**config.mk**
```make
export PLATFORM = sky130hd
export DESIGN_NAME = branch_commit
export DESIGN_NICKNAME = d
export VERILOG_FILES = /design/src/rtl/core_config_pkg.sv /design/src/rtl/branch_commit_perf_counter.sv /design/src/rtl/branch_commit.sv
export SDC_FILE = /design/constraint.sdc
export NUM_CORES = 1
export LEC_CHECK = 0
export CORE_ASPECT_RATIO = 0.75
export CORE_MARGIN = 1
export CORE_UTILIZATION = 46
export DETAILED_ROUTE_END_ITERATION = 7
export PLACE_DENSITY = 0.89
export SETUP_SLACK_MARGIN = 0.4
export SYNTH_ARGS = -nofsm -noshare
export SYNTH_HDL_FRONTEND = slang
export SYNTH_SLANG_ARGS = --single-unit
```
**constraint.sdc**
```tcl
create_clock -name clk -period 3 [get_ports clk]
set_input_delay 0.6 -clock clk [delete_from_list [all_inputs] [get_ports clk]]
set_output_delay 0.6 -clock clk [all_outputs]
set_load 0.1 [all_outputs]
```
**src/rtl/core_config_pkg.sv**
```systemverilog
// core_config_pkg: shared core widths plus commit-stage state and trap cause encodings
package core_config_pkg;
    localparam int XLEN       = 32;
    localparam int REG_ADDR_W = 5;

    typedef enum logic [2:0] {
        ST_IDLE     = 3'd0,
        ST_WB       = 3'd1,
        ST_REDIRECT = 3'd2,
        ST_FLUSH    = 3'd3,
        ST_TRAP     = 3'd4
    } commit_state_t;

    typedef enum logic [1:0] {
        TRAP_NONE     = 2'd0,
        TRAP_ILLEGAL  = 2'd1,
        TRAP_OVERFLOW = 2'd2
    } trap_cause_t;
endpackage

```
**src/rtl/branch_commit_perf_counter.sv**
```systemverilog
// perf_counter: wrapping event counter, one increment per cycle inc_i is high
module perf_counter #(
    parameter int CNT_W = 32
) (
    input  logic             clk,
    input  logic             rst_n,
    input  logic             inc_i,
    output logic [CNT_W-1:0] cnt_o
);
    logic [CNT_W-1:0] cnt_q;

    // count events, wrapping naturally at 2^CNT_W
    always_ff @(posedge clk or negedge rst_n)
        if (!rst_n) cnt_q <= '0;
        else if (inc_i) cnt_q <= cnt_q + 1'b1;

    assign cnt_o = cnt_q;
endmodule

```
**src/rtl/branch_commit.sv**
```systemverilog
// branch_commit: commits branch ALU results to regfile, PC redirect/flush and trap logic
module branch_commit
    import core_config_pkg::*;
#(
    parameter int XLEN         = core_config_pkg::XLEN,
    parameter int REG_ADDR_W   = core_config_pkg::REG_ADDR_W,
    parameter int FLUSH_CYCLES = 2,
    parameter int CNT_W        = 32
) (
    input  logic                  clk,
    input  logic                  rst_n,
    input  logic                  alu_valid,
    input  logic [XLEN-1:0]       alu_res,
    input  logic [XLEN-1:0]       alu_jmp,
    input  logic [REG_ADDR_W-1:0] alu_rd,
    input  logic                  alu_req,
    input  logic                  alu_mispredict,
    input  logic                  alu_i_error,
    input  logic                  alu_o_error,
    input  logic [XLEN-1:0]       fallthrough_pc,
    output logic                  alu_clear,
    output logic                  wb_valid,
    output logic [REG_ADDR_W-1:0] wb_rd,
    output logic [XLEN-1:0]       wb_data,
    input  logic                  wb_ready,
    output logic                  pc_load,
    output logic [XLEN-1:0]       pc_target,
    input  logic                  pc_ack,
    output logic                  flush,
    output logic                  trap,
    output logic [1:0]            trap_cause,
    input  logic                  trap_ack,
    output logic                  busy,
    output logic [CNT_W-1:0]      retire_cnt,
    output logic [CNT_W-1:0]      mispredict_cnt
);
    localparam int FW = FLUSH_CYCLES > 1 ? $clog2(FLUSH_CYCLES + 1) : 1;

    commit_state_t         state_q, state_d;
    trap_cause_t           cause_q;
    logic [FW-1:0]         fcnt_q, fcnt_d;
    logic [XLEN-1:0]       res_q, jmp_q, ft_q;
    logic [REG_ADDR_W-1:0] rd_q;
    logic                  req_q, misp_q, clear_q;
    logic                  capture, ret_inc, mis_inc;

    // next-state logic; alu_valid is only honoured in IDLE outside the clear cycle
    always_comb begin
        state_d = state_q;
        fcnt_d  = fcnt_q;
        mis_inc = 1'b0;
        capture = state_q == ST_IDLE && alu_valid && !clear_q;
        unique case (state_q)
            ST_IDLE:     if (capture) state_d = (alu_i_error || alu_o_error) ? ST_TRAP :
                                                (alu_rd != '0) ? ST_WB :
                                                alu_mispredict ? ST_REDIRECT : ST_IDLE;
            ST_WB:       if (wb_ready) state_d = misp_q ? ST_REDIRECT : ST_IDLE;
            ST_REDIRECT: if (pc_ack) begin
                mis_inc = 1'b1;
                fcnt_d  = FW'(FLUSH_CYCLES);
                state_d = FLUSH_CYCLES > 0 ? ST_FLUSH : ST_IDLE;
            end
            ST_FLUSH: begin
                fcnt_d = fcnt_q - 1'b1;
                if (fcnt_q <= FW'(1)) state_d = ST_IDLE;
            end
            ST_TRAP:     if (trap_ack) state_d = ST_IDLE;
            default:     state_d = ST_IDLE;
        endcase
        ret_inc = state_q != ST_TRAP && state_d == ST_IDLE && (state_q != ST_IDLE || capture);
    end

    // state, flush counter, clear pulse and captured ALU result
    always_ff @(posedge clk or negedge rst_n) begin
        if (!rst_n) begin
            state_q <= ST_IDLE;
            fcnt_q  <= '0;
            clear_q <= 1'b0;
            cause_q <= TRAP_NONE;
            res_q   <= '0;
            jmp_q   <= '0;
            ft_q    <= '0;
            rd_q    <= '0;
            req_q   <= 1'b0;
            misp_q  <= 1'b0;
        end else begin
            state_q <= state_d;
            fcnt_q  <= fcnt_d;
            clear_q <= capture;
            if (capture) begin
                cause_q <= alu_i_error ? TRAP_ILLEGAL : TRAP_OVERFLOW;
                res_q   <= alu_res;
                jmp_q   <= alu_jmp;
                ft_q    <= fallthrough_pc;
                rd_q    <= alu_rd;
                req_q   <= alu_req;
                misp_q  <= alu_mispredict;
            end
        end
    end

    assign alu_clear  = clear_q;
    assign wb_valid   = state_q == ST_WB;
    assign wb_rd      = rd_q;
    assign wb_data    = res_q;
    assign pc_load    = state_q == ST_REDIRECT;
    assign pc_target  = req_q ? jmp_q : ft_q;
    assign flush      = state_q == ST_FLUSH;
    assign trap       = state_q == ST_TRAP;
    assign trap_cause = trap ? cause_q : TRAP_NONE;
    assign busy       = state_q != ST_IDLE;

    perf_counter #(.CNT_W(CNT_W)) u_retire (
        .clk(clk), .rst_n(rst_n), .inc_i(ret_inc), .cnt_o(retire_cnt)
    );

    perf_counter #(.CNT_W(CNT_W)) u_mispredict (
        .clk(clk), .rst_n(rst_n), .inc_i(mis_inc), .cnt_o(mispredict_cnt)
    );
endmodule
```
; After elaboration in Yosys (flattened, before gate mapping)
; Cells that the tools add are included.
[word_totals]
register_bits = 175
in_bits = 111
output_inout_bits = 141
elab_cells = 52
[op_classes]
add_sub_neg = 3
magnitude_cmp = 1
eq_ne = 6
mux = 17
n_reduce_logical = 13
[ops]
columns = operator, count
row1 = adder 32 x 1 -> 32 bit (second input constant), 2
row2 = 2-to-1 mux 32 bit, 1
row3 = 2-to-1 mux 3 bit, 6
row4 = case mux 3 bit (5 select lines), 1
row5 = 2-to-1 mux 2 bit, 6
row6 = == test 3 x 2 -> 1 bit (second input constant), 2
row7 = logical NOT 3 bit, 2
row8 = nonzero test 5 bit, 1
row9 = logical AND 1 bit, 4
row10 = case mux 2 bit (2 select lines), 1
row11 = == test 3 x 1 -> 1 bit (second input constant), 1
row12 = == test 3 bit (second input constant), 1
row13 = inequality test 3 bit (second input constant), 1
row14 = nonzero test 3 bit, 1
row15 = <= comparator 2 x 1 -> 1 bit (second input constant), 1
row16 = logical OR 1 bit, 2
row17 = 2-to-1 mux 1 bit, 2
row18 = inequality test 2 x 1 -> 1 bit (second input constant), 1
row19 = AND reduction 2 bit, 1
row20 = nonzero test 2 bit, 1
row21 = subtractor 2 x 1 -> 2 bit (second input constant), 1
row22 = logical NOT 1 bit, 1

; Depth between registers and ports, before layout
[logic_depth]
word_depth = 8
mapped_depth = 9
mapped_depth_nobuf = 8

; Cells and area by module
; Synthesis repeated with hierarchy kept, for this count alone.
[hier_totals]
hier_cells = 549
area_unflattened_um2 = 7612.3
[modules_own_cells]
columns = module, instances, cells_each, area_each_um2, seq_area_each_um2
row1 = branch_commit, 1, 303, 4714.5, 2777.7
row2 = perf_counter, 2, 123, 1448.9, 800.8

; Least setup slack after synthesis
; No wires, ideal clock.
[synth_path]
kind = flip-flop to output port
startpoint = register state_q[0]
endpoint = output port trap
arrival_time_ps = 2618
t_required_ps = 2400
path_slack_ps = -218
path_stages_with_launch = 3
path_buffers = 1
cell_sequence = dfrtp_1 -> clkbuf_1 -> nor3_1
[synth_via]
elab_chain_len = 1
[synth_lines]
columns = item, line
row1 = "start, declared", branch_commit.sv:39  ; commit_state_t state_q, state_d;
row2 = "start signal, assigned", branch_commit.sv:87  ; state_q <= state_d;
row3 = == test 3 bit, branch_commit.sv:109  ; assign trap = state_q == ST_TRAP;
row4 = "end, declared", branch_commit.sv:30  ; output logic trap,
; Every way passes these cells.

; Worst setup path in the final report
[layout_path]
startpoint = register clear_q (netlist: alu_clear)
endpoint = register u_retire.cnt_q[14] (netlist: u_retire.cnt_o[14])
[layout_via]
elab_chain_len = 7
word_cells_on_any_way = 8
[layout_lines]
columns = item, line
row1 = "start, declared", branch_commit.sv:44  ; logic req_q, misp_q, clear_q;
row2 = "start signal, assigned", branch_commit.sv:89  ; clear_q <= capture;
row3 = logical NOT 1 bit (*), branch_commit.sv:52  ; capture = state_q == ST_IDLE && alu_valid && !clear_q;
row4 = logical AND 1 bit (*), branch_commit.sv:52
row5 = 2-to-1 mux 3 bit, branch_commit.sv:54  ; ST_IDLE: if (capture) state_d = (alu_i_error || alu_o_error) ? ST_TRAP :
row6 = case mux 3 bit (5 select lines), branch_commit.sv:53  ; unique case (state_q)
row7 = logical NOT 3 bit, branch_commit.sv:70  ; ret_inc = state_q != ST_TRAP && state_d == ST_IDLE && (state_q != ST_IDLE || capture);
row8 = logical AND 1 bit, branch_commit.sv:70
row9 = logical AND 1 bit (*), branch_commit.sv:70
row10 = "end signal, assigned", branch_commit_perf_counter.sv:15  ; else if (inc_i) cnt_q <= cnt_q + 1'b1;
row11 = "end, declared", branch_commit_perf_counter.sv:10  ; logic [CNT_W-1:0] cnt_q;
; Mark *: on every way between the ends. The rest lies on a longest branch, timed or not.
; A chain may end at the register's enable or synchronous reset.

==> results by stage <==
Status:
- The run finished with clean final reports.

Worst hold path:
- The worst hold path belongs to the class in2async.

Clock tree:
- The number of sinks on the clock net is 175.
- The clock buffer count from CTS is 17.
- The H-tree generated during clock tree synthesis spans 4 levels.
- The number of hold-repair buffers added at the cts stage is 0.
- The later-pin clock latency in the skew report is about 0.43 ns.
- The clock-pin slew reported for the worst setup and hold paths after clock tree synthesis is 0.07 ns.
- The buffer cell driving the clock tree root is sky130_fd_sc_hd__clkbuf_16.
- TritonCTS built the clock tree.
- Counting along the longest clock path gives a buffer depth of 2.

Route:
- Detailed routing inserted a total of around 6200 vias.
- The final wirelength is between 15000 and 20000 microns.
- The detailed-route wire length per cell is roughly 16 microns.
- Dividing the detail-routed via count by the number of cells gives around 5.0.
- After the first detailed-routing iteration, the DRC count stood at between 200 and 300.
- For this run, design rule violations remaining after detail routing come to 0.
- The total iterations of the first detailed-routing run is 4.
- In this run the remaining antenna-violating nets after routing total 0.

STA:
- The number of pins with negative max-slew slack in the final report was 0.
- Measured against its own limit, the worst slew margin works out to 52.7%.
- The highest achievable clock rate is 403 MHz.
- The final critical-path share of the clock period is 82.8%.
- Setup repair after global routing could not meet its margin everywhere.
- Across all setup checks in the final design, the least slack found is roughly 0.52 ns.
- The count of endpoints failing hold in the final timing report is 0.
- Setup violations remaining at the end of the flow were counted as 0.
- At the pin with the least slew margin, the transition time is 0.709 ns.
- Clock skew on the completed layout was measured at between 0.009 and 0.01 ns.
- The post-layout minimum cycle time is about 2.5 ns.

Logic synthesis:
- In the synthesized netlist, the number of instances is 768.
- The cell accounting for the most synthesized area is sky130_fd_sc_hd__dfrtp_1.
- Of the post-synthesis cell area, the dominant cell type holds roughly 58%.
- The synthesized area per cell is ~9.8 sq um.
- In this run, synthesis inferred 0 flip-flops with an integrated enable.
- In the post-synthesis netlist, the biggest area contributors are sky130_fd_sc_hd__dfrtp_1 (58%), sky130_fd_sc_hd__nand2_1 (17%), sky130_fd_sc_hd__xnor2_1 (5.5%), sky130_fd_sc_hd__mux2_2 (5.1%), sky130_fd_sc_hd__and3_1 (1.9%).
- The post-synth net total is 882.
- The number of distinct library cells after synthesis is 42.
- The synthesized design contains approximately 180 register bits.
- In the synthesized netlist the dominant register cell turns out to be sky130_fd_sc_hd__dfrtp_1.
- For this run, asynchronously set or reset flops after synthesis account for between 90% and 100%.
- The sequential share of the synthesized area is between 50% and 60%.
- The Yosys warning count is 0.
- After synthesis the cells add up to roughly 7500 sq um.

Worst setup path:
- The worst setup path is captured at a register.
- The arrival time reported for the critical path endpoint is ~2.8 ns.
- The nature of the critical path startpoint is a register.
- The maximum fanout along the worst path is 6.
- In this design, the largest share of critical-path delay is due to simple AND/OR/NAND/NOR gates.
- The highest cell delay on the worst timing path is around 0.53 ns.
- For the worst setup path, the data required time is roughly 3.3 ns.
- The critical path is of the reg2reg type.
- Traced cell by cell, the critical path runs through or4b_1 -> o41a_1 -> a2111oi_4 -> and3_4 -> buf_6 -> nor2b_1 -> xor2_1.
- The number of buffer and inverter instances along the worst setup path is 1.
- The library cell contributing the largest single delay on the critical path is sky130_fd_sc_hd__or4b_1.

GRT:
- Global routing used 24.8% of the available tracks across all layers.
- The final global-route overflow total is 0.
- The global routing usage on met3 is under 10%.
- The number of antenna violations at the first check in global routing is 1.
- Global routing used between 30 and 40% of the available met1 tracks.
- Entering global routing, the biggest net connects between 70 and 80 pins.
- The global-route layer with the greatest usage is met2.
- Global routing used around 40% of the available met2 tracks.
- The number of global-route vias before repair was approximately 6400.
- The first global-routing pass estimated between 30000 and 40000 microns of wire.

Placement:
- The congestion estimate from routability-driven global placement came to between 0.8 and 0.9.
- The worst slack at placement is -0.239 ns.
- In this run the tool buffered the top-level ports with roughly 250 buffer cells.
- The post-detailed-placement half-perimeter wirelength is roughly 14000 microns.

Die:
- The die covers between 15000 and 20000 sq um.
- The die height is roughly 110 microns.
- The initialized floorplan defines 40 standard-cell rows.
- The initial standard-cell utilization of the core is between 40% and 50%.
- The count of pins on the block boundary is 252.
- The area of the core region is 16000 sq um.
- From left edge to right edge, the die measures ~150 microns.

Job:
- The total of max-cap violations is 0.

Final layout:
- The number of antenna diodes in the final layout is 0.
- Of the cells placed in the final design, the portion with a size suffix greater than 1 is a little under a quarter.
- The synthesis-to-layout area growth is 46.6%.
- At the end of the flow, the number of nets in the layout was about 1100.
-- final cells by class --
class / instances / area [sq um]
flip-flops and latches: 175 / 4390
clock buffers: 19 / 453
repair buffers: 271 / 2740
clock inverters: 13 / 145
well taps: 210 / 263
multi-input cells: 549 / 2970
inverters: 8 / 31.3
fillers: 1184 / 4970
-- metal layers --
metal / vias to the layer above / wire length [microns]
li1: 2976 / -
met1: 3026 / 8060
met2: 214 / 9540
met3: 29 / 1720
met4: 2 / 323
met5: - / 8
-- state kept, by name, summed over array words and instances, names as in the netlist --
| register | cells |
|---|---|
| jmp_q | 32 |
| wb_data | 32 |
| wb_rd | 5 |
| cause_q | 2 |
| u_mispredict.cnt_o | 32 |
| u_retire.cnt_o | 32 |
| alu_clear | 1 |
| state_q | 3 |
| misp_q | 1 |
| req_q | 1 |
| fcnt_q | 2 |
| ft_q | 32 |
-- logic make-up (layout without fill, tap and decap cells) --
kind of cell | Yosys count | count (layout) | synth area share, %
compound gates | 15 | 15 | 1.37
buf+inv | 44 | 311 | 2.40
fa+ha+maj | 3 | 3 | 0.501
mux | 34 | 34 | 5.11
xor+xnor | 62 | 62 | 7.34
flops | 175 | 175 | 58.4
simple gates | 435 | 435 | 24.9
-- synth_stat cells (3+ instances only) --
cell type / instances
sky130_fd_sc_hd__and3_1: 23
sky130_fd_sc_hd__clkbuf_1: 32
sky130_fd_sc_hd__and2_1: 4
sky130_fd_sc_hd__inv_1: 7
sky130_fd_sc_hd__and4_1: 7
sky130_fd_sc_hd__nand4_1: 12
sky130_fd_sc_hd__nand3_1: 23
sky130_fd_sc_hd__nor2_1: 9
sky130_fd_sc_hd__xor2_1: 14
sky130_fd_sc_hd__ha_1: 3
sky130_fd_sc_hd__nand2_1: 337
sky130_fd_sc_hd__nor3_1: 4
sky130_fd_sc_hd__xnor2_1: 47
sky130_fd_sc_hd__o21ai_0: 6
sky130_fd_sc_hd__dfrtp_1: 175
sky130_fd_sc_hd__mux2_2: 34
-- timing repair --
item / CTS / global route
gates resized for setup: 8 / 5
setup endpoints to repair: 26 / 21
pin swaps: 6 / 1
cloned: 1 / 0
setup buffers: 0 / 1
-- worst register-to-register path, stage by stage, from the launching register on --
cell and delay [ns]:
sky130_fd_sc_hd__dfrtp_4 0.47, sky130_fd_sc_hd__or4b_1 0.53, sky130_fd_sc_hd__o41a_1 0.36, sky130_fd_sc_hd__a2111oi_4 0.32, sky130_fd_sc_hd__and3_4 0.27, sky130_fd_sc_hd__buf_6 0.12, sky130_fd_sc_hd__nor2b_1 0.17, sky130_fd_sc_hd__xor2_1 0.17
-- through the flow --
stage / std cells / util (%) / area (sq um) / TNS [ns] / hold slack (ns)
3_5_place_dp: 1211 / 64.9 / 10400 / -4.36 / 0.455
6_report: 1245 / 68.9 / 11000 / 0 / 0.178
4_1_cts: 1244 / 68.8 / 11000 / 0 / 0.206
3_3_place_gp: 1211 / 64.9 / 10400 / -3.37 / 0.452
5_1_grt: 1245 / 68.9 / 11000 / 0 / 0.216
2_1_floorplan: 768 / - / 7530 / 0 / 0.304
-- cells in the final DEF, fill, tap and decap left out, drive strengths merged, types with 2 or more instances in the layout --
| cell type | n |
|---|---|
| a21oi | 2 |
| and2 | 5 |
| and3 | 23 |
| and4 | 8 |
| buf | 162 |
| clkbuf | 19 |
| clkdlybuf4s15 | 3 |
| clkdlybuf4s50 | 102 |
| clkinv | 5 |
| dfrtp | 175 |
| dlygate4sd2 | 2 |
| dlymetal6s2s | 2 |
| ha | 3 |
| inv | 14 |
| mux2 | 34 |
| nand2 | 337 |
| nand2b | 2 |
| nand3 | 23 |
| nand4 | 12 |
| nor2 | 9 |
| nor3 | 4 |
| nor4 | 2 |
| o21ai | 6 |
| or2 | 2 |
| xnor2 | 47 |
| xor2 | 15 |
-- final timing paths --
check	startpoint	to	slack, ns	cells after the start
min in group clk	cause_q[0]	cause_q[0]	0.47	2
min reg2reg	cause_q[0]	cause_q[0]	0.47	2
max in group asynchronous	rst_n	jmp_q[18]	2.02	2
max reg2reg	alu_clear	u_retire.cnt_o[14]	0.52	7
min	rst_n	u_mispredict.cnt_o[18]	0.18	1
max	alu_clear	u_retire.cnt_o[14]	0.52	7
Power is left out: the tool's default activity adds up to more than one toggle a clock period on the data nets, which glitch-free logic cannot reach.
